`config.mk`:
```
export PLATFORM = sky130hd
export DESIGN_NAME = calc2_port_issuer
export DESIGN_NICKNAME = d
export VERILOG_FILES = /design/src/rtl/calc2_port_issuer.sv
export SDC_FILE = /design/constraint.sdc
export NUM_CORES = 1
export LEC_CHECK = 0
export CORE_AREA = 10 10 129 189
export DETAILED_ROUTE_END_ITERATION = 6
export DIE_AREA = 0 0 139 199
export SLEW_MARGIN = 20
export SYNTH_ARGS = -nofsm -noshare
export SYNTH_HDL_FRONTEND = slang
export SYNTH_SLANG_ARGS = --single-unit
```
`constraint.sdc`:
```
create_clock -name c_clk -period 1.87 [get_ports c_clk]
set_input_delay 0.374 -clock c_clk [delete_from_list [all_inputs] [get_ports c_clk]]
set_output_delay 0.374 -clock c_clk [all_outputs]
set_load 0.01 [all_outputs]
```
`src/rtl/calc2_port_issuer.sv`:
```
// Requester-side driver for one CALC2 port: issues two-cycle requests, tracks
// outstanding tags, and reports each response or timeout as a single completion.
module calc2_port_issuer #(
  parameter int unsigned DATA_W  = 32,
  parameter int unsigned TAG_W   = 2,
  parameter int unsigned TIMEOUT = 64
) (
  input  logic                  c_clk,
  input  logic                  reset,
  input  logic                  op_valid,
  output logic                  op_ready,
  input  logic [3:0]            op_cmd,
  input  logic [DATA_W-1:0]     op_d1,
  input  logic [DATA_W-1:0]     op_d2,
  output logic [3:0]            req_cmd_out,
  output logic [DATA_W-1:0]     req_data_out,
  output logic [TAG_W-1:0]      req_tag_out,
  input  logic [1:0]            rsp_resp_in,
  input  logic [DATA_W-1:0]     rsp_data_in,
  input  logic [TAG_W-1:0]      rsp_tag_in,
  output logic                  cpl_valid,
  output logic [1:0]            cpl_resp,
  output logic [DATA_W-1:0]     cpl_data,
  output logic [TAG_W-1:0]      cpl_tag,
  output logic                  cpl_timeout,
  output logic                  err_spurious,
  output logic [(1<<TAG_W)-1:0] busy_tags
);

  localparam int unsigned NTAG  = 1 << TAG_W;
  localparam int unsigned CNT_W = (TIMEOUT > 2) ? $clog2(TIMEOUT) : 1;
  localparam logic [CNT_W-1:0] CNT_MAX = CNT_W'(TIMEOUT - 1);

  localparam logic [1:0] S_IDLE   = 2'd0;
  localparam logic [1:0] S_ISSUE1 = 2'd1;
  localparam logic [1:0] S_ISSUE2 = 2'd2;

  logic [1:0]        state_q, state_d;
  logic              op_ready_q, op_ready_d;
  logic [3:0]        req_cmd_q, req_cmd_d;
  logic [DATA_W-1:0] req_data_q, req_data_d;
  logic [TAG_W-1:0]  req_tag_q, req_tag_d;
  logic [DATA_W-1:0] d2_q, d2_d;

  logic [NTAG-1:0]   busy_q, busy_d;
  logic [NTAG-1:0]   armed_q, armed_d;
  logic [CNT_W-1:0]  cnt_q [NTAG];
  logic [CNT_W-1:0]  cnt_d [NTAG];

  logic              cpl_valid_q, cpl_valid_d;
  logic [1:0]        cpl_resp_q, cpl_resp_d;
  logic [DATA_W-1:0] cpl_data_q, cpl_data_d;
  logic [TAG_W-1:0]  cpl_tag_q, cpl_tag_d;
  logic              cpl_timeout_q, cpl_timeout_d;
  logic              err_spur_q, err_spur_d;

  logic              rsp_valid_c, rsp_hit_c, rsp_spur_c;
  logic [NTAG-1:0]   expired_c;
  logic              exp_any_c, fire_to_c;
  logic [TAG_W-1:0]  exp_idx_c;
  logic [TAG_W-1:0]  free_idx_c;
  logic              handshake_c, alloc_c;
  logic [NTAG-1:0]   alloc_mask_c, retire_c, arm_now_c;

  // Classify the sampled response against the registered busy mask.
  always_comb begin
    rsp_valid_c = (rsp_resp_in != 2'd0);
    rsp_hit_c   = rsp_valid_c && busy_q[rsp_tag_in];
    rsp_spur_c  = rsp_valid_c && !busy_q[rsp_tag_in];
  end

  // Expired tags; a same-cycle response on the same tag wins over its timeout.
  always_comb begin
    expired_c = '0;
    for (int unsigned t = 0; t < NTAG; t++) begin
      expired_c[t] = busy_q[t] && armed_q[t] && (cnt_q[t] == CNT_MAX) &&
                     !(rsp_hit_c && (rsp_tag_in == TAG_W'(t)));
    end
    exp_any_c = |expired_c;
    exp_idx_c = '0;
    for (int t = int'(NTAG) - 1; t >= 0; t--) begin
      if (expired_c[t]) exp_idx_c = TAG_W'(t);
    end
    fire_to_c = exp_any_c && !rsp_hit_c;
  end

  // Lowest-numbered free tag from the registered mask.
  always_comb begin
    free_idx_c = '0;
    for (int t = int'(NTAG) - 1; t >= 0; t--) begin
      if (!busy_q[t]) free_idx_c = TAG_W'(t);
    end
  end

  // Request FSM: next state and next request-bus values.
  always_comb begin
    state_d     = state_q;
    req_cmd_d   = 4'd0;
    req_data_d  = '0;
    req_tag_d   = '0;
    d2_d        = d2_q;
    handshake_c = op_valid && op_ready_q;
    alloc_c     = handshake_c && (op_cmd != 4'd0);
    case (state_q)
      S_IDLE, S_ISSUE2: begin
        if (alloc_c) begin
          state_d    = S_ISSUE1;
          req_cmd_d  = op_cmd;
          req_data_d = op_d1;
          req_tag_d  = free_idx_c;
          d2_d       = op_d2;
        end else begin
          state_d = S_IDLE;
        end
      end
      S_ISSUE1: begin
        state_d    = S_ISSUE2;
        req_cmd_d  = 4'd0;
        req_data_d = d2_q;
        req_tag_d  = req_tag_q;
      end
      default: state_d = S_IDLE;
    endcase
  end

  // Tag bookkeeping, timeout counters and completion selection.
  always_comb begin
    cpl_valid_d   = 1'b0;
    cpl_resp_d    = 2'd0;
    cpl_data_d    = '0;
    cpl_tag_d     = '0;
    cpl_timeout_d = 1'b0;
    err_spur_d    = rsp_spur_c;
    alloc_mask_c  = '0;
    retire_c      = '0;
    arm_now_c     = '0;
    for (int unsigned t = 0; t < NTAG; t++) begin
      alloc_mask_c[t] = alloc_c && (free_idx_c == TAG_W'(t));
      retire_c[t]     = (rsp_hit_c && (rsp_tag_in == TAG_W'(t))) ||
                        (fire_to_c && (exp_idx_c == TAG_W'(t)));
      arm_now_c[t]    = (state_q == S_ISSUE1) && (req_tag_q == TAG_W'(t));
    end
    busy_d = (busy_q & ~retire_c) | alloc_mask_c;
    for (int unsigned t = 0; t < NTAG; t++) begin
      armed_d[t] = busy_d[t] && (armed_q[t] || arm_now_c[t]);
      if (arm_now_c[t]) begin
        cnt_d[t] = '0;
      end else if (armed_q[t] && (cnt_q[t] != CNT_MAX)) begin
        cnt_d[t] = cnt_q[t] + CNT_W'(1);
      end else begin
        cnt_d[t] = cnt_q[t];
      end
    end
    if (rsp_hit_c) begin
      cpl_valid_d = 1'b1;
      cpl_resp_d  = rsp_resp_in;
      cpl_data_d  = rsp_data_in;
      cpl_tag_d   = rsp_tag_in;
    end else if (fire_to_c) begin
      cpl_valid_d   = 1'b1;
      cpl_timeout_d = 1'b1;
      cpl_tag_d     = exp_idx_c;
    end
    op_ready_d = ((state_d == S_IDLE) || (state_d == S_ISSUE2)) && !(&busy_d);
  end

  always_ff @(posedge c_clk or negedge reset) begin
    if (!reset) begin
      state_q       <= S_IDLE;
      op_ready_q    <= 1'b0;
      req_cmd_q     <= 4'd0;
      req_data_q    <= '0;
      req_tag_q     <= '0;
      d2_q          <= '0;
      busy_q        <= '0;
      armed_q       <= '0;
      cpl_valid_q   <= 1'b0;
      cpl_resp_q    <= 2'd0;
      cpl_data_q    <= '0;
      cpl_tag_q     <= '0;
      cpl_timeout_q <= 1'b0;
      err_spur_q    <= 1'b0;
      for (int unsigned t = 0; t < NTAG; t++) cnt_q[t] <= '0;
    end else begin
      state_q       <= state_d;
      op_ready_q    <= op_ready_d;
      req_cmd_q     <= req_cmd_d;
      req_data_q    <= req_data_d;
      req_tag_q     <= req_tag_d;
      d2_q          <= d2_d;
      busy_q        <= busy_d;
      armed_q       <= armed_d;
      cpl_valid_q   <= cpl_valid_d;
      cpl_resp_q    <= cpl_resp_d;
      cpl_data_q    <= cpl_data_d;
      cpl_tag_q     <= cpl_tag_d;
      cpl_timeout_q <= cpl_timeout_d;
      err_spur_q    <= err_spur_d;
      for (int unsigned t = 0; t < NTAG; t++) cnt_q[t] <= cnt_d[t];
    end
  end

  assign op_ready     = op_ready_q;
  assign req_cmd_out  = req_cmd_q;
  assign req_data_out = req_data_q;
  assign req_tag_out  = req_tag_q;
  assign cpl_valid    = cpl_valid_q;
  assign cpl_resp     = cpl_resp_q;
  assign cpl_data     = cpl_data_q;
  assign cpl_tag      = cpl_tag_q;
  assign cpl_timeout  = cpl_timeout_q;
  assign err_spurious = err_spur_q;
  assign busy_tags    = busy_q;

endmodule

```
==> flow_metrics.py, run 1 <==
metrics = {
    "place": {
        "gp_congestion": 0.854,
        "dp_cells": 889,
        "hpwlAfterDp_um": 12100,
        "io_buffer_count": 188,
    },
    "cts": {
        "cts-root-buf": "clkbuf_16",
        "h-tree-depth": 4,
        "cts_buffer_depth": 2,
        "numCtsBuffers": 17,
        "cts_tree": "built",
        "insertion_delay_ns": 0.41,
        "clk_pin_slew_worst_paths_ns": 0.06,
        "cts_sinks": 144,
    },
    "finish": {
        "multi_input_comb_area_sq_um": 1900,
        "fin_cells": 921,
        "drive_gt1_share_pct": 17.5,
        "n_antenna_cell": 0,
        "seq_area_sq_um": 3600,
        "nets": 752,
        "final_util_pct": 40.8,
        "synthToLayoutAreaGrowth_pct": 54.3,
        "nFillCells": 2001,
    },
    "drt": {
        "drcViolationCount": 0,
        "antenna_left": 0,
        "drt_iter0_markers": 138,
        "first_pass_iters": 4,
        "viasPerCell": 4.39,
        "drt_wl_total_um": 15800,
        "wire_per_inst_um": 17.1,
        "vias": 4042,
    },
    "sta": {
        "finalSetupViolCount": 0,
        "max_freq_mhz": 568,
        "rsz0062_at_grt": "false",
        "worstMarginPinSlew_ns": 0.526,
        "finalHoldWorstSlack_ns": 0.353,
        "min_period_ns": 1.76,
        "slew_viol_final": 0,
        "period_share_pct": 94.2,
        "slew_headroom_pct": 64.8,
        "skew_ns": 0.00863,
        "hold_violations": 0,
    },
    "worst_setup_path": {
        "cp.arrival_ns": 2.09,
        "startpoint": "rsp_tag_in[0]",
        "reg2reg_from": "cnt_q[6]",
        "cp_max_fo": 3,
        "path_class": "input pin to flop",
        "worstPathRequired_ns": 2.20,
        "endpoint_kind": "flop",
        "critPathLaunchType": "input pin",
    },
    "floorplan": {
        "die_area_sq_um": 27700,
        "start_util_pct": 26.5,
        "dieWidth_um": 139,
        "ioPinCount": 189,
        "die_y_um": 199,
        "core.rowCount": 65,
        "core_region_area_sq_um": 21000,
    },
    "logic_synthesis": {
        "ys_top_cells_by_area": "dfrtp_1, mux2_2, a22o_1",
        "synth_simple_gate_area_share_pct": 12.2,
        "synth_ff_type": "dfrtp_1",
        "netlist.top_cell.by_area": "dfrtp_1",
        "synth_commonest_cells": "dfrtp_1, nor2_1, and2_1",
        "synth_top_family_by_area": "simple AND/OR/NAND/NOR gates",
        "muxShareOfSynthArea_pct": 7.48,
        "yosys.area.top_type_share_pct": 64.9,
        "synth-adder-area-share_pct": 0.901,
        "syn_inst": 421,
        "synth_cell_types": 44,
        "synth_compound_area_share_pct": 9.78,
        "synth_edf_count": 0,
        "synth_xor_area_share_pct": 3.00,
        "synth_seq_area_share_pct": 64.9,
        "async_flop_share_pct": 100,
        "synth.avg_cell_area_sq_um": 13.2,
        "synth_area_sq_um": 5550,
        "synth_seq_cells": 144,
        "synth_fp_nets": 532,
        "yosys_warnings": 0,
        "yosysMostFrequentCell": "dfrtp_1",
    },
    "global_routing": {
        "grt_max_degree": 51,
        "track_usage_pct": 11.6,
        "grt.overflow.total": 0,
        "antenna_found_initial": 0,
        "grt_pass1_vias": 4608,
        "grt_pass1_wl_um": 25900,
    },
    "run": {
        "maxCapViolCount": 0,
    },
    "power": {
        "irDropWorstVdd_uv": 438,
        "p_total_uw": 9790,
        "p_per_area_nw_per_um2": 1140,
        "leakage_uw": 0.00385,
    },
    "hold_path": {
        "hold_path.class": "input pin to flop",
        "hold_start": "rsp_resp_in[0]",
    },
    "run_status": {
        "outcome": "complete, no violations",
    },
}
[final cells by class]
cell class | instances | area share, %
multi-input cells | 253 | 22.2
well taps | 268 | 3.91
inverters | 7 | 0.307
clock buffers | 22 | 5.42
clock inverters | 9 | 0.716
repair buffers | 218 | 25.4
flip-flops and latches | 144 | 42.1
[where the power goes]
group | switching (uW) | leakage, uW | internal (uW)
logic | 1140 | 0.00173 | 1490
registers | 369 | 0.00187 | 3780
clock network | 1250 | 0.000256 | 1760
[state kept, by name (all words and copies together) (netlist names)]
name / count
cpl_data: 32
d2_q: 32
req_data_out: 32
cnt_q: 24
armed_q: 4
busy_tags: 4
req_cmd_out: 4
cpl_resp: 2
cpl_tag: 2
req_tag_out: 2
state_q: 2
cpl_timeout: 1
cpl_valid: 1
err_spurious: 1
op_ready: 1
[metrics by stage]
stage               area, sq um  TNS, ns  setup WS (ns)
floorplan                  5550        0          0.156
global placement           7970   -29.56         -0.408
detailed placement         7970   -35.98         -0.483
CTS                        8510        0        0.00408
global route               8570        0         0.0232
finish                     8570        0          0.108
[final timing paths]
path                       depth (start not counted)  slack (ns)              end
setup / recovery                                   7        0.11         op_ready
hold / removal                                     3        0.35     err_spurious
setup reg to reg                                   7        0.12         op_ready
hold reg to reg                                    1        0.49  req_data_out[9]
max in group asynchronous                          3        0.80     cpl_data[28]
min in group asynchronous                          2        0.46         d2_q[23]
[kinds of logic after synthesis]
family / after synthesis
buffers and inverters: 24
AO/OA/AOI/OAI: 63
XOR/XNOR: 19
adder cells (fa/ha/maj): 4
AND/OR/NAND/NOR: 130
flip-flops: 144
multiplexers: 37
[timing repair]
item | CTS | global route
endpoints found under the setup margin | 6 | 47
hold buffers | 1 | 0
resized for setup | 4 | 16
endpoints found under the hold margin | 45 | 0
buffers inserted | 0 | 0
[layer usage]
metal / vias to the layer above / share of wire, % / track usage, %
met5: - / 0 / 0
met4: 0 / 0.84 / 3.02
met3: 10 / 9.8 / 6.01
met2: 173 / 46 / 18.1
met1: 1968 / 44 / 13.9
li1: 1891 / - / -
[critical path, cell delays in order]
cell	delay (ns)
clkdlybuf4s50_1	0.50
o21ba_4	0.29
nand2_1	0.07
and4_2	0.27
and4b_1	0.31
o32ai_4	0.12
a41oi_2	0.16
[cells in the final DEF, fill, tap and decap left out, types with 5 or more instances in the layout]
master	count
nand2_1	19
and2_1	34
clkdlybuf4s50_1	178
clkbuf_16	17
dlymetal6s2s_1	7
buf_4	25
a21oi_1	5
mux2_2	32
a22o_1	32
xnor2_1	7
inv_1	7
dfrtp_1	143
xor2_1	12
nand3_1	13
nor2_1	33
o21ai_0	7
Power figures use the tool's default switching activity.
==> run 2, diff against run 1 <==
Settings changed: CORE_AREA 10 10 129 189 to 2 2 94 142, DIE_AREA 0 0 139 199 to 0 0 96 144, PLACE_DENSITY set to 0.78.
==> run 2 against run 1 <==
Clock power up 6%. Combinational power hardly changed. Hold slack worse by 0.0091 ns. First-iteration DRC count rose by 28%. Via count rose by 1.1%. Count of clock-buffer cells in the layout down 5. Critical endpoint unchanged. Largest power group unchanged.
==> flow_metrics.py, run 2 (same netlist as run 1, synthesis figures left out) <==
metrics = {
    "finish": {
        "synthToLayoutAreaGrowth_pct": 52.9,
        "seq_area_sq_um": 3600,
        "layout_commonest_cell": "clkdlybuf4s50_1",
        "drive_gt1_share_pct": 18.9,
        "fin_cells": 819,
        "nFillCells": 924,
        "n_antenna_cell": 0,
        "final_area_sq_um": 8490,
        "layout_common_cells": "clkdlybuf4s50_1, dfrtp_1, and2_1",
        "multi_input_comb_area_sq_um": 1890,
        "final_util_pct": 66.9,
        "nets": 758,
    },
    "cts": {
        "numCtsBuffers": 17,
        "insertion_delay_ns": 0.42,
        "h-tree-depth": 4,
        "cts_tree": "built",
        "cts_buffer_depth": 2,
        "clk_pin_slew_worst_paths_ns": 0.06,
        "cts-root-buf": "clkbuf_16",
        "cts_sinks": 144,
    },
    "drt": {
        "wire_per_inst_um": 16.0,
        "antenna_left": 0,
        "drt_wl_total_um": 13100,
        "first_pass_iters": 5,
        "vias": 4085,
        "drcViolationCount": 0,
        "viasPerCell": 4.99,
        "drt_iter0_markers": 176,
    },
    "floorplan": {
        "ioPinCount": 189,
        "core.rowCount": 51,
        "dieWidth_um": 96,
        "die_area_sq_um": 13800,
        "die_y_um": 144,
        "core_region_area_sq_um": 12700,
        "start_util_pct": 43.7,
    },
    "sta": {
        "period_share_pct": 97.3,
        "max_freq_mhz": 550,
        "finalSetupViolCount": 0,
        "worstMarginPinSlew_ns": 0.529,
        "hold_violations": 0,
        "skew_ns": 0.0145,
        "layout_setup_ws_ns": 0.0507,
        "slew_viol_final": 0,
        "min_period_ns": 1.82,
        "slew_headroom_pct": 64.6,
    },
    "power": {
        "irDropWorstVdd_uv": 683,
        "p_per_area_nw_per_um2": 1170,
        "leakage_uw": 0.00381,
        "p_total_uw": 9950,
    },
    "run_status": {
        "outcome": "complete, no violations",
    },
    "global_routing": {
        "track_usage_pct": 19.6,
        "grt_pass1_vias": 4374,
        "grt_pass1_wl_um": 20500,
        "antenna_found_initial": 0,
        "grt.overflow.total": 0,
        "grt_max_degree": 44,
    },
    "worst_setup_path": {
        "cp_max_fo": 4,
        "max_stage_delay_ns": 0.48,
        "endpoint_kind": "flop",
        "cp_slowest_cell": "clkdlybuf4s50_1",
        "cp.arrival_ns": 2.09,
        "worstPathRequired_ns": 2.14,
        "critPathLaunchType": "input pin",
        "path_class": "input pin to flop",
        "path_cells": "clkdlybuf4s50_1, o21ai_4, o21ai_2, or3_4, and4b_1, o32ai_4, a41oi_2",
    },
    "place": {
        "place_area_sq_um": 7870,
        "pre_cts_ws_ns": -0.462,
        "hpwlAfterDp_um": 9630,
        "dp_cells": 785,
        "gp_congestion": 0.854,
        "io_buffer_count": 188,
    },
    "hold_path": {
        "hold_path.class": "input pin to flop",
    },
    "run": {
        "maxCapViolCount": 0,
    },
}
-- run 2: cell count changes in the layout (fill, tap and decap cells not counted), moves of 2 or more --
cell,previous run,this run
clkbuf_1,3,0
clkbuf_8,2,0
inv_6,1,7
clkdlybuf4s50_1,178,184
ha_1,4,2
inv_8,0,4
ha_2,0,2
buf_4,25,31
clkinv_2,4,1
dlymetal6s2s_1,7,1
-- run 2: worst max-delay path: cells and delay by family --
| kind | cells | cell delay, ns |
|---|---|---|
| buffers and inverters | 1 | 0.48 |
| and+or+nand+nor | 2 | 0.64 |
| AOI/OAI and AO/OA | 4 | 0.59 |
-- run 2: power by group --
group | switching, uW | total, uW | internal (uW)
clock | 1410 | 3180 | 1760
sequential | 337 | 4110 | 3770
combinational | 1120 | 2660 | 1540
total | 2870 | 9950 | 7080
-- run 2: area by class of cell --
class,count,share of cell area [%]
flip-flops and latches,144,42.5
repair buffers,224,26.0
multi-input cells,253,22.3
clock buffers,17,5.01
well taps,159,2.34
clock inverters,15,1.61
inverters,7,0.310
-- run 2: stage by stage --
| stage | hold WS [ns] | setup TNS [ns] |
|---|---|---|
| final | 0.344 | 0 |
| after global routing | 0.344 | -0.000864 |
| after CTS | 0.454 | 0 |
| after detailed placement | 0.324 | -30.07 |
| after global placement | 0.313 | -27.87 |
| after floorplan | 0.0784 | 0 |
-- run 2: path summary, 6_finish.rpt --
| check | cells after the start | to | startpoint | slack [ns] |
|---|---|---|---|---|
| min in group asynchronous | 2 | cnt_q[10] | reset | 0.45 |
| max in group asynchronous | 3 | cpl_data[0] | reset | 0.74 |
| worst min-delay path | 2 | cpl_resp[1] | rsp_resp_in[1] | 0.34 |
| worst max-delay path | 7 | op_ready | rsp_resp_in[0] | 0.05 |
| worst max register to register | 6 | op_ready | cnt_q[12] | 0.06 |
| worst min register to register | 1 | req_data_out[18] | d2_q[18] | 0.49 |
-- run 2: layer usage --
metal	global-route usage [%]	share of wire, %
met5	0	0
met4	5.86	0.87
met3	8.60	11
met2	34.9	52
met1	20.4	36
-- run 2: what timing repair did --
item,in CTS,in global routing
setup buffers,1,0
endpoints found under the hold margin,40,0
gates resized for setup,5,8
pin swaps,1,2
hold buffers,1,0
setup endpoints to repair,4,4
gates cloned,0,0
==> run 3, diff against run 2 <==
Settings changed: CORE_AREA 2 2 94 142 to 5 5 97 145, DIE_AREA 0 0 96 144 to 0 0 102 150.
==> run 3 against run 2 <==
Clock power up 8.5%. Sequential share of layout area is 0.27 points lower. Sequential power about the same. Via count down 0.37%. Die area grew 11%. Maximum frequency is 0.47% higher. Critical path depth decreased by 6. Non-clock buffer count shrank 1. Critical endpoint is now busy_tags[1].
==> flow_metrics.py, run 3 (same netlist as run 1, synthesis figures left out) <==
metrics = {
    "worst_setup_path": {
        "max_stage_delay_ns": 0.58,
        "path_class": "flop to output port",
        "reg2reg_from": "cnt_q[12]",
        "crit_buf_inv": 1,
        "path_cells": "clkdlybuf4s50_1",
        "endpoint_kind": "output port",
        "path_delay_family": "buffers and inverters",
        "worstPathRequired_ns": 1.50,
        "cp_slowest_cell": "clkdlybuf4s50_1",
        "cp_max_fo": 7,
        "critPathLaunchType": "flop",
        "startpoint": "busy_tags[1]",
        "cp.arrival_ns": 1.44,
    },
    "finish": {
        "n_antenna_cell": 0,
        "layout_commonest_cell": "clkdlybuf4s50_1",
        "final_area_sq_um": 8540,
        "nFillCells": 930,
        "fin_cells": 818,
        "layout_common_cells": "clkdlybuf4s50_1, dfrtp_1, nor2_1",
        "synthToLayoutAreaGrowth_pct": 53.9,
        "nets": 757,
        "drive_gt1_share_pct": 18.2,
    },
    "power": {
        "intPower_uw": 7510,
        "switching_power_uw": 2760,
        "p_total_uw": 10300,
        "p_per_area_nw_per_um2": 1200,
        "leakage_uw": 0.00387,
        "combPwrFrac_pct": 26.1,
        "clkPwrFrac_pct": 33.6,
        "irDropWorstVdd_uv": 742,
        "pwr-share-seq_pct": 40.3,
        "p_sw_share_pct": 26.9,
    },
    "cts": {
        "h-tree-depth": 4,
        "clk_pin_slew_worst_paths_ns": 0.06,
        "cts_tree": "built",
        "cts_sinks": 144,
        "numCtsBuffers": 17,
        "insertion_delay_ns": 0.41,
        "cts-root-buf": "clkbuf_16",
        "cts_buffer_depth": 2,
    },
    "global_routing": {
        "grt_pass1_vias": 4539,
        "grt_pass1_wl_um": 22400,
        "grt.overflow.total": 0,
        "track_usage_pct": 19.0,
        "antenna_found_initial": 0,
        "grt_max_degree": 50,
    },
    "sta": {
        "layout_setup_ws_ns": 0.0593,
        "min_period_ns": 1.81,
        "rsz0062_at_grt": "false",
        "slew_viol_final": 0,
        "max_freq_mhz": 552,
        "period_share_pct": 96.8,
        "slew_headroom_pct": 64.8,
        "setup_tns_ns": 0,
        "skew_ns": 0.00877,
        "hold_violations": 0,
        "worstMarginPinSlew_ns": 0.526,
        "finalSetupViolCount": 0,
    },
    "drt": {
        "viasPerCell": 4.98,
        "wire_per_inst_um": 17.1,
        "drt_wl_total_um": 14000,
        "antenna_left": 0,
        "first_pass_iters": 4,
        "drt_iter0_markers": 90,
        "drcViolationCount": 0,
        "vias": 4070,
    },
    "run": {
        "maxCapViolCount": 0,
    },
    "place": {
        "place_area_sq_um": 7860,
        "hpwlAfterDp_um": 10600,
        "io_buffer_count": 188,
        "pre_cts_ws_ns": -0.523,
        "gp_congestion": 0.808,
        "dp_cells": 785,
    },
    "floorplan": {
        "core.rowCount": 51,
        "start_util_pct": 43.7,
        "dieWidth_um": 102,
        "ioPinCount": 189,
        "core_region_area_sq_um": 12700,
        "die_y_um": 150,
        "die_area_sq_um": 15300,
    },
    "run_status": {
        "outcome": "complete, no violations",
    },
    "hold_path": {
        "hold_path.class": "input pin to flop",
        "hold_start": "rsp_resp_in[0]",
    },
}
run 3: worst paths after layout:
| check | endpoint | slack, ns | cells past startpoint |
|---|---|---|---|
| setup reg to reg | op_ready | 0.08 | 6 |
| hold / removal | cpl_resp[0] | 0.34 | 2 |
| max in group asynchronous | req_data_out[14] | 0.79 | 3 |
| min in group asynchronous | cpl_data[12] | 0.48 | 2 |
| setup / recovery | busy_tags[1] | 0.06 | 1 |
| hold reg to reg | req_data_out[19] | 0.50 | 1 |
run 3: area by class of cell:
type / instances / area [sq um] / area share, %
clock buffer: 21 / 460 / 5.39
inverter: 7 / 26.3 / 0.308
tap: 159 / 199 / 2.33
clock inverter: 11 / 154 / 1.80
timing repair buffer: 223 / 2200 / 25.7
sequential: 144 / 3600 / 42.2
multi-input combinational: 253 / 1900 / 22.3
run 3: what timing repair did:
item                       CTS  global route
pin swaps                    1             5
setup endpoints to repair    3            11
hold buffers                 1             0
resized for setup            5            11
buffers inserted             0             0
hold endpoints to repair    45             0
run 3: per-stage QoR:
step                hold WS [ns]  utilization, %
global placement           0.342            61.9
finish                     0.345            67.3
detailed placement         0.346            61.9
CTS                        0.478            66.9
global route               0.346            67.3
floorplan                 0.0784               -
run 3: per-layer routing:
metal | global-route usage (%) | share of wire [%] | vias to the layer above
met5 | 0 | 0 | -
met4 | 5.45 | 1.1 | 0
met3 | 8.44 | 11 | 12
met2 | 32.7 | 50 | 191
met1 | 20.9 | 38 | 1958
li1 | - | - | 1909
run 3: power groups by stage:
| stage | clock network, uW | registers [uW] | logic [uW] |
|---|---|---|---|
| finish | 3450 | 4130 | 2680 |
| global route | 3680 | 4220 | 2880 |
| CTS | 3510 | 4140 | 2720 |
| detailed placement | 0 | 4170 | 2690 |
| global placement | 0 | 4150 | 2600 |
| floorplan | 0 | 4300 | 1000 |
==> RTL edit 1: new RTL, flow settings as in run 1 <==
Set the parameter `TIMEOUT` to 128 (it was 64).
--- a/src/rtl/calc2_port_issuer.sv
+++ b/src/rtl/calc2_port_issuer.sv
@@ -3,7 +3,7 @@
 module calc2_port_issuer #(
   parameter int unsigned DATA_W  = 32,
   parameter int unsigned TAG_W   = 2,
-  parameter int unsigned TIMEOUT = 64
+  parameter int unsigned TIMEOUT = 128
 ) (
   input  logic                  c_clk,
   input  logic                  reset,
Behaviour: same outputs for any inputs over 10 cycles, from zero or initial values and one cycle with reset low; that may be too few to reach the edited logic, so the function may still have changed.
==> RTL edit 1 against run 1 <==
Final area rose by 5.7%. Sequential cell count is 4 higher. Power grew 24%. Worst setup slack lost 0.049 ns. Clock power increased by 31%. Global-route usage shrank 0.24 points. Routed wire length decreased by 1.5%. Critical path depth shrank 1. Clock skew hardly changed. Sequential share of layout area is 1.1 points lower. Area after synthesis up 6.6%. Largest power group unchanged.
==> RTL edit 1: results (changes against run 1) <==
[grt]
grt_pass1_wl_um = 25400  ; -1.8%
grt.total_usage_pct = 11.4  ; -0.24 points
grt_pass1_vias = 4726  ; +2.6%

[worst_setup_path]
rr_worst_depth = 8  ; +1
crit_path_max_fanout = 28  ; +25
cpPeakStageDelay_ns = 0.54  ; +0.04 ns
r2r_start = cnt_q[7]$_DFFE_PN0P_
setup.worst_path.start = op_cmd[0]
crit_end = d2_q[22]$_DFFE_PN0P_
slowest_stage = or4_4

[drt]
avgRoutedWirePerCell_um = 16.6  ; -3.1%
drt_iter0_markers = 129  ; -6.5%

[status]
status = complete, no violations

[placed_design]
place_congestion = 0.767  ; -10%
pre_cts_slack_ns = -0.397  ; +0.0857 ns
place_hpwl_um = 11800  ; -2.2%
placed_area_um2 = 8340  ; +4.6%
dp.cells = 903  ; +1.6%

[sta]
clock_skew_ns = 0.00823  ; -0.000395 ns
worst_slack_ns = 0.0595  ; -0.0489 ns
worst_hold_slack_ns = 0.372  ; +0.0185 ns

[layout]
clk_share_pct = 7.53  ; +1.4 points
buf_share_pct = 24.4  ; -1.0 points
multi_input_gates = 256  ; +1.2%
drive_gt1_share_pct = 19.6  ; +2.2 points
nNetsFinal = 767  ; +2.0%
n_all_inverters = 9  ; +2
n_all_buffers = 224  ; +2.8%
final_core_util_pct = 43.1  ; +2.3 points

[synthesis]
synthCells = 430  ; +2.1%
synth_area_leaders = dfrtp_1 63%, mux2_4 7.6%, a22o_1 4.9%
yosysSeqAreaShare_pct = 62.6  ; -2.3 points
synth_common_cells = 148 x dfrtp_1, 45 x nor2_1, 37 x and2_1

[clock_network]
cts-resized-gates = 5  ; +1
clock_sinks = 148  ; +2.8%

[power]
vdd_drop_max_uv = 628  ; +43%
leakage_nw = 4.05  ; +5.2%

[hold_path]
hp-start = rsp_tag_in[1]

## RTL edit 1: power groups by stage
stage	logic, mW	registers [mW]	clock network (mW)
CTS	3.63	4.65	4.05
floorplan	1.65	4.77	0
global placement	3.52	4.65	0
detailed placement	3.63	4.67	0
finish	3.56	4.65	3.92
global route	3.86	4.77	4.17
## RTL edit 1: critical path, delay by kind of cell
family / cells / cell delay (ns)
buffers and inverters: 2 / 0.60
and+or+nand+nor: 3 / 0.81
muxes: 1 / 0.31
## RTL edit 1: cell families after synthesis
kind of cell             Yosys count  synth area share (%)
adder cells (fa/ha/maj)            4                 0.846
AND/OR/NAND/NOR                  124                  11.2
multiplexers                      39                  9.24
AO/OA/AOI/OAI                     71                  11.0
buffers and inverters             26                  2.49
flip-flops                       148                  62.6
XOR/XNOR                          18                  2.66
## RTL edit 1: layer usage
layer,wire [um],global-route usage [%],vias up
met5,0,0,-
met4,251,4.57,0
met3,1050,4.42,22
met2,8240,19.9,130
met1,6000,12.1,2061
li1,-,-,1950
==> RTL edit 2: new RTL, settings of run 1 <==
Without the edit above. The output `cpl_timeout` loses its register stage (`cpl_timeout_q` becomes a continuous assignment).
--- a/src/rtl/calc2_port_issuer.sv
+++ b/src/rtl/calc2_port_issuer.sv
@@ -178,7 +178,6 @@
       cpl_resp_q    <= 2'd0;
       cpl_data_q    <= '0;
       cpl_tag_q     <= '0;
-      cpl_timeout_q <= 1'b0;
       err_spur_q    <= 1'b0;
       for (int unsigned t = 0; t < NTAG; t++) cnt_q[t] <= '0;
     end else begin
@@ -194,11 +193,12 @@
       cpl_resp_q    <= cpl_resp_d;
       cpl_data_q    <= cpl_data_d;
       cpl_tag_q     <= cpl_tag_d;
-      cpl_timeout_q <= cpl_timeout_d;
       err_spur_q    <= err_spur_d;
       for (int unsigned t = 0; t < NTAG; t++) cnt_q[t] <= cnt_d[t];
     end
   end
+
+  assign cpl_timeout_q = cpl_timeout_d;
 
   assign op_ready     = op_ready_q;
   assign req_cmd_out  = req_cmd_q;
Behaviour: same outputs for any inputs over 10 cycles, from zero or initial values and one cycle with reset low; that may be too few to reach the edited logic, so the function may still have changed.
==> RTL edit 2 against run 1 <==
The run now ends with negative setup slack left. Routed wire length is 2.3% higher. Clock skew is 0.0040 ns higher. Worst setup slack worse by 0.37 ns. Final area is 4.5% higher. Power is 5.4% higher. Area after synthesis is 0.45% lower. Critical path depth stayed put. Sequential cell count is 1 lower. Highest routed layer unchanged.
==> RTL edit 2: results (changes against run 1) <==
[worst_setup_path]
slowest_stage = dfrtp_1
worstReg2RegEnd = busy_tags[2]$_DFF_PN0_
cp.arrival_ns = 1.76  ; -0.33 ns
cpPeakStageDelay_ns = 0.36  ; -0.14 ns
worst-r2r-setup-slack_ns = 0.01  ; -0.11 ns
crit_end = cpl_timeout
r2r_start = busy_tags[3]$_DFF_PN0_
setup.worst_path.start = cnt_q[0]$_DFFE_PN0P_

[drt]
met1_length_um = 6310  ; -8.3%
vias_per_cell = 4.41  ; +0.50%
dr_wl_met3_um = 2000  ; +29%
dr_wl_met2_um = 7740  ; +7.3%
drt_iter0_markers = 135  ; -2.2%

[placed_design]
place_hpwl_um = 12300  ; +1.7%
place_congestion = 0.816  ; -4.4%
dp.cells = 925  ; +4.0%

[grt]
met2_usage_pct = 19.6  ; +1.4 points
use_met3_pct = 7.28  ; +1.3 points
met1_usage_pct = 12.8  ; -1.1 points
grt_pass1_vias = 4822  ; +4.6%
grt.total_usage_pct = 11.9  ; +0.29 points
grt_max_degree = 47  ; -7.8%

[sta]
setup-tns-final_ns = -0.263  ; -0.263 ns
clock_skew_ns = 0.0126  ; +0.00402 ns
worst_slack_ns = -0.263  ; -0.372 ns
worst_hold_slack_ns = 0.446  ; +0.0922 ns
setup_viol = 1  ; +1

[layout]
area_growth_pct = 61.9
drive_gt1_share_pct = 24.6  ; +7.1 points
nNetsFinal = 795  ; +5.7%

[synthesis]
yosysSeqAreaShare_pct = 64.7  ; -0.16 points
synth_area_leaders = dfrtp_1 65%, mux2_2 6.5%, a22o_1 5.1%

[status]
status = finished with violations
violations = negative setup slack

[clock_network]
post_cts_buffers = 7  ; +7

## RTL edit 2: cell count changes after synthesis, sizes merged
cell,before,now
dfrtp,144,143
## RTL edit 2: power by group
| group | switching, mW | internal, mW |
|---|---|---|
| Clock | 1.36 | 1.89 |
| Sequential | 0.307 | 3.75 |
| Combinational | 1.29 | 1.72 |
| Total | 2.96 | 7.36 |
## RTL edit 2: logic make-up after synthesis
group / after synthesis / share of synthesized area [%]
compound gates: 63 / 9.82
buf+inv: 24 / 1.79
xor+xnor: 19 / 3.01
simple gates: 130 / 12.2
flops: 143 / 64.7
mux: 37 / 7.51
fa+ha+maj: 4 / 0.905
## RTL edit 2: area by class of cell
cell class              count  share of cell area, %
repair buffers            262                   27.8
multi-input cells         253                   21.8
clock buffers              18                   4.91
well taps                 268                   3.75
inverters                   7                  0.294
clock inverters            13                   1.47
flip-flops and latches    143                   40.0
